## src/rtl/mux2_result_fifo.sv

```systemverilog
// mux2_result_fifo: first-word-fall-through buffer for the 6-bit mux result.
// Captures each valid result word and presents the head word to the consumer
// through a valid/ready handshake. Occupancy is reported as count/full/empty.
// Optional feature macro: MUX2_RESULT_FIFO_STATS_EN adds max_count (high-water
// mark) and stall_cnt (saturating back-pressure cycle counter).
//
// Occupancy states are implicit in count:
//   state   | meaning
//   EMPTY   | count == 0, out_valid low
//   PARTIAL | 0 < count < DEPTH, both sides may move
//   FULL    | count == DEPTH, in_ready low unless flushing
module mux2_result_fifo #(
   parameter int DATA_W = 6,
   parameter int DEPTH  = 8,
   parameter int ADDR_W = $clog2(DEPTH)
) (
   input  logic              clk,
   input  logic              rst,
   input  logic [DATA_W-1:0] in_data,
   input  logic              in_valid,
   output logic              in_ready,
   output logic [DATA_W-1:0] out_data,
   output logic              out_valid,
   input  logic              out_ready,
   input  logic              flush,
   output logic [ADDR_W:0]   count,
   output logic              full,
   output logic              empty
`ifdef MUX2_RESULT_FIFO_STATS_EN
   ,
   output logic [ADDR_W:0]   max_count,
   output logic [7:0]        stall_cnt
`endif
);

   localparam logic [ADDR_W:0]   FULL_CNT = (ADDR_W+1)'(DEPTH);
   localparam logic [ADDR_W:0]   CNT_ONE  = (ADDR_W+1)'(1);
   localparam logic [ADDR_W-1:0] PTR_ONE  = ADDR_W'(1);

   logic [DATA_W-1:0] mem_q [DEPTH];
   logic [ADDR_W-1:0] wr_ptr_q, wr_ptr_d;
   logic [ADDR_W-1:0] rd_ptr_q, rd_ptr_d;
   logic [ADDR_W:0]   count_q, count_d;
   logic              push, pop;

   // Handshake and status decode; a flush cycle never back-pressures the producer.
   always_comb begin
      full      = (count_q == FULL_CNT);
      empty     = (count_q == '0);
      in_ready  = !full || flush;
      out_valid = !empty;
      out_data  = mem_q[rd_ptr_q];
      count     = count_q;
      push      = in_valid && in_ready && !flush;
      pop       = out_valid && out_ready && !flush;
   end

   // Next pointer and occupancy; flush discards any transfer in its cycle.
   always_comb begin
      wr_ptr_d = wr_ptr_q;
      rd_ptr_d = rd_ptr_q;
      count_d  = count_q;
      if (flush) begin
         wr_ptr_d = '0;
         rd_ptr_d = '0;
         count_d  = '0;
      end else begin
         if (push) wr_ptr_d = wr_ptr_q + PTR_ONE;
         if (pop)  rd_ptr_d = rd_ptr_q + PTR_ONE;
         if (push && !pop)      count_d = count_q + CNT_ONE;
         else if (pop && !push) count_d = count_q - CNT_ONE;
      end
   end

   // Pointer and occupancy registers with synchronous reset.
   always_ff @(posedge clk) begin
      if (rst) begin
         wr_ptr_q <= '0;
         rd_ptr_q <= '0;
         count_q  <= '0;
      end else begin
         wr_ptr_q <= wr_ptr_d;
         rd_ptr_q <= rd_ptr_d;
         count_q  <= count_d;
      end
   end

   // Storage array; contents are not cleared by reset or flush.
   always_ff @(posedge clk) begin
      if (push && !rst) mem_q[wr_ptr_q] <= in_data;
   end

`ifdef MUX2_RESULT_FIFO_STATS_EN
   logic [ADDR_W:0] max_count_q, max_count_d;
   logic [7:0]      stall_cnt_q, stall_cnt_d;

   // High-water mark follows count one cycle later; stall counter saturates.
   always_comb begin
      max_count_d = max_count_q;
      stall_cnt_d = stall_cnt_q;
      if (flush) begin
         max_count_d = '0;
         stall_cnt_d = '0;
      end else begin
         if (count_q > max_count_q) max_count_d = count_q;
         if (in_valid && !in_ready && (stall_cnt_q != 8'hFF))
            stall_cnt_d = stall_cnt_q + 8'd1;
      end
   end

   // Statistics registers with synchronous reset.
   always_ff @(posedge clk) begin
      if (rst) begin
         max_count_q <= '0;
         stall_cnt_q <= '0;
      end else begin
         max_count_q <= max_count_d;
         stall_cnt_q <= stall_cnt_d;
      end
   end

   assign max_count = max_count_q;
   assign stall_cnt = stall_cnt_q;
`endif

endmodule

```

## config.mk

```make
export PLATFORM = sky130hd
export DESIGN_NAME = mux2_result_fifo
export DESIGN_NICKNAME = d
export VERILOG_FILES = /design/src/rtl/mux2_result_fifo.sv
export SDC_FILE = /design/constraint.sdc
export NUM_CORES = 1
export LEC_CHECK = 0
export CORE_MARGIN = 1.5
export CORE_UTILIZATION = 25
export CTS_CLUSTER_SIZE = 20
export DETAILED_ROUTE_END_ITERATION = 8
export GPL_TIMING_DRIVEN = 0
export SYNTH_ARGS = -nofsm -noshare
export SYNTH_HDL_FRONTEND = slang
export SYNTH_SLANG_ARGS = --single-unit
```

## constraint.sdc

```tcl
create_clock -name clk -period 2.91 [get_ports clk]
set_input_delay 0.4365 -clock clk [delete_from_list [all_inputs] [get_ports clk]]
set_output_delay 0.4365 -clock clk [all_outputs]
set_load 0.05 [all_outputs]
```

# Word level (Yosys, flattened, before mapping)
# Memory sizes are Yosys's and may differ from the RTL's. A register that Yosys moved wholly into a read port is not among the register bits.
# Cells that the tools add are included.
# word_totals
rom_bits	0
word_cells	32
regBits	10
n_memories	1
ramBits	48
input_bits	11
latchBits	0
# classes
add_sub_neg	4
n_mul	0
shift	0
magnitude_cmp	0
bitwise_logic	0
div	0
n_mux	6
n_eq_ne	1
reduce_logical	17
# mem_list
memory	words	width	read_ports	rd_ports_with_merged_regs	write_ports	line_no	source
mem_q	8	6	1	1	1	40	logic [DATA_W-1:0] mem_q [DEPTH];
# ops
cell	count
$mux 4	2
$logic_and 1x1->1	7
$add 3x1->3 const B	2
$logic_not 1->1	6
$mux 3	2
$add 4x1->4 const B	1
$eq 4x4->1 const B	1
$logic_not 4->1	1
$sub 4x1->4 const B	1
$mux 1	2
$reduce_bool 2->1	1
$reduce_or 2->1	1
$logic_or 1x1->1	1

# Longest topological paths before layout
# depth
word_depth	9
ltp_mapped	11
ltp_nobuf	11

# Worst setup path after synthesis
# OpenSTA, ideal clock, no wires.
# synth_timing
path_kind	register to register
start	register count_q[0], in the netlist count[0]
end	register count_q[3], in the netlist count[3]
setup_ns	0.057
stages_incl_launch_ff	12
t_arrival_ns	2.920
period_less_slack_ns	2.977
slack_ns	-0.067
cell_sequence	dfxtp_1 or4_4 inv_2 nor3b_2 inv_1 ha_1 inv_1 ha_1 nand3_1 a211o_1 a211oi_1 a31o_2
# synth_between
word_cells_on_any_way	18
# synth_rtl
element	line_no	source
from (decl)	43	logic [ADDR_W:0] count_q, count_d;
from (signal assigned)	84	count_q <= count_d;
$logic_not 4->1 *	49	empty = (count_q == '0);
$logic_not 1->1 *	51	out_valid = !empty;
net out_valid	23	output logic out_valid,
$logic_and 1x1->1 * (2 in a row)	55	pop = out_valid && out_ready && !flush;
$logic_not 1->1	70	if (push && !pop) count_d = count_q + CNT_ONE;
$logic_and 1x1->1	70	
$mux 4 or $reduce_bool 2->1 (tied branches)	--	
# The timed path passes the listed nets; every way through them passes the cells marked *. The select of a mux whose other input is x is not followed.
# A chain may end at the register's enable or synchronous reset.

==> reports/results.ini <==
[placement]
place.gp.congestion=0.7461
place_ws_ns=0.09181
portBuffers=24
dp_cells=304
dp_hpwl_um=3063

[clock_tree]
clock_sinks=61
cts_made_buffers=9
clockBufferDepth=2
post_cts.repair.setup_buffers=0
cts_root_buffer=clkbuf_8
clock_latency_ns=0.33
postCtsHoldBufs=0
htreeDepth=3
path_clk_slew_ns=0.07
cts_tree=built

[critical_path]
setup.worst_path.class=register to output port
slowest_delay_ns=0.57
crit_buf_inv=2
path_cells=buf_6 -> mux4_1 -> mux2_2 -> dlygate4sd2_1
crit_family=multiplexers
worstSetupEndpoint=out_data[2]
cp_max_fo=10
crit_cells=4
worstSetupStartpointType=register
r2r-end=count[3]
r2r_slack_ns=0.37
reg2reg_depth=10
required_ns=2.47
arrival_ns=2.24
slowest_stage=mux4_1
end_kind=output port
r2r_start=count[0]

[grt]
antenna_found_initial=0
grt_pass1_vias=1393
grt_max_degree=11
grt_overflow=0
grt.total_usage_pct=9.724
grt_pass1_wl_um=7314

[synth]
ys_types=35
ys_seq_elements=61
yosysSeqAreaShare_pct=67.59
synth_area_per_cell_um2=17.13
syn-cell-area_um2=2517
yosysWarnings=0
netlist_instances=147
synth.net_count=164

[route]
drt_pass1_iterations=4
vias=1329
wirelength_um=4525
ant_nets=0
drc=0
drt_iter0_drc=37
vias_per_cell=4.153
wl_per_cell_um=14.14

[sta]
worst_slack_ns=0.2361
period_minus_slack_ns=2.674
timing.final.crit_share_pct=91.89
setup_viol=0
rsz0062_at_grt=false
clock_skew_ns=0.005485
drv_slew=0
fmax_mhz=374.0
timing.slew.headroom_pct=12.52
tightestPinTransition_ns=1.300
whs_ns=0.5271
timing_hold_violations_final=0

[cells_and_area]
diodes=0
nNetsFinal=199
drive_above_1_share_pct=21.93
fin_cells=320
area_growth_pct=24.80
post-route-util_pct=32.14

[power_and_ir_drop]
seq_power_share_pct=50.6
p_leak_nw=1.030
p_switching_mw=0.4156
pwr-share-comb_pct=8.8
switching_share_pct=22.03
p_int_mw=1.471
p_per_area_nw_per_um2=600.4
p_clk_share_pct=40.6
vdd_ir_drop_max_mv=0.2081

[outcome]
outcome=finished, final reports clean

[die]
dieArea_um2=10680
start_util_pct=25.76
std_cell_rows=36
die_h_um=103.3
die_x_um=103.3
ios=25
core_region_area_um2=9774

[hold_path]
hp-class=register to register
hold_path_depth=2
hp-start=rd_ptr_q[2]

[job]
maxCapViolations=0

==> layer usage <==
| layer | share of wire [%] | track usage [%] | vias up |
|---|---|---|---|
| met2 | 49 | 15.28 | 22 |
| li1 | - | - | 637 |
| met3 | 3.6 | 3.293 | 9 |
| met5 | 0 | 0 | - |
| met4 | 2.3 | 4.990 | 0 |
| met1 | 45 | 11.92 | 661 |
==> kinds of logic after synthesis <==
group / Yosys count / synth area share, %
flip-flops: 61 / 67.59
AND/OR/NAND/NOR: 37 / 8.549
XOR/XNOR: 6 / 2.087
adder cells (fa/ha/maj): 6 / 3.280
buffers and inverters: 11 / 2.038
multiplexers: 21 / 15.06
AO/OA/AOI/OAI: 5 / 1.392
==> repair_timing <==
action	in CTS	in global routing
endpoints found under the hold margin	0	0
setup endpoints to repair	6	0
resized for setup	7	0
==> tightest hold or removal path: stages, from the launching register on <==
cell and delay [ns]:
dfxtp_1 0.33, xnor2_1 0.11, nor2_1 0.04
==> state kept, by name (all words and copies together), names as in the netlist, named ones only <==
signal and count:
count 4, mem_q 48, rd_ptr_q 3, wr_ptr_q 3
==> per-stage QoR <==
step                instance area (µm²)  total power [mW]  TNS [ns]
global placement                   2927             1.143   -0.4605
CTS                                3142             1.912         0
global route                       3142             1.962         0
detailed placement                 2933             1.145         0
finish                             3142             1.886         0
floorplan                          2520             1.084         0
==> layout by cell type, fill, tap and decap left out, types with 2 or more instances in the layout <==
cell type	synthesis	final
edfxtp_1	48	48
nor2_1	18	18
clkdlybuf4s50_1	0	18
dfxtp_1	13	13
clkbuf_8	0	11
mux4_2	9	9
mux2_2	6	6
dlygate4sd2_1	0	6
ha_1	5	5
inv_1	4	4
xnor2_1	4	4
mux4_1	3	3
nand2_1	3	3
nor3_1	3	3
clkbuf_1	2	3
mux2i_1	3	3
inv_4	1	2
a21oi_1	2	2
xor2_1	2	2
nand3_1	2	2
clkbuf_16	0	2
clkinv_2	0	2
==> synthesized netlist by cell type (all sizes together) <==
master  count  area [µm²]
nand4b      1       8.760
nand2       3       11.26
buf         3       18.77
nor3        3       15.01
nor2       18       67.56
a211oi      1       7.510
mux2        6       67.56
nand2b      1       6.260
xnor2       4       35.03
xor2        2       17.52
or4         1       11.26
a31o        1       8.760
a211o       1       8.760
nor3b       1       12.51
inv         6       25.02
ha          5       62.56
mux2i       3       30.03
and4b       1       10.01
a21oi       2       10.01
clkbuf      2       7.510
fa          1       20.02
dfxtp      13       260.3
nand3       2       10.01
nor4        1       6.260
edfxtp     48        1441
nor4b       1       8.760
or2         1       6.260
or4b        1       13.76
mux4       12       281.5
nand3b      2       27.53
==> power groups by stage <==
stage	Clock [mW]	Combinational, mW	Sequential [mW]
after floorplan	0	0.101	0.983
after global placement	0	0.169	0.974
after detailed placement	0	0.171	0.974
after CTS	0.788	0.169	0.955
after global routing	0.825	0.181	0.956
final	0.765	0.166	0.955
==> worst min-delay path by stage <==
stage | endpoint | slack (ns)
2_1_floorplan | register | 0.49
3_3_place_gp | rd_ptr_q[2] | 0.52
3_5_place_dp | register | 0.52
4_1_cts | register | 0.53
6_report | register | 0.53
5_1_grt | register | 0.56
==> area by class of cell <==
cell class                 instances  area (µm²)
multi-input combinational         75       770.7
clock buffer                      14       205.2
fill                             976        6633
buffer                             5       27.53
inverter                           6       27.53
tap                              133       166.4
sequential                        61        1702
clock inverter                     2       10.01
timing repair buffer              24       232.7
Power figures use the tool's default switching activity.
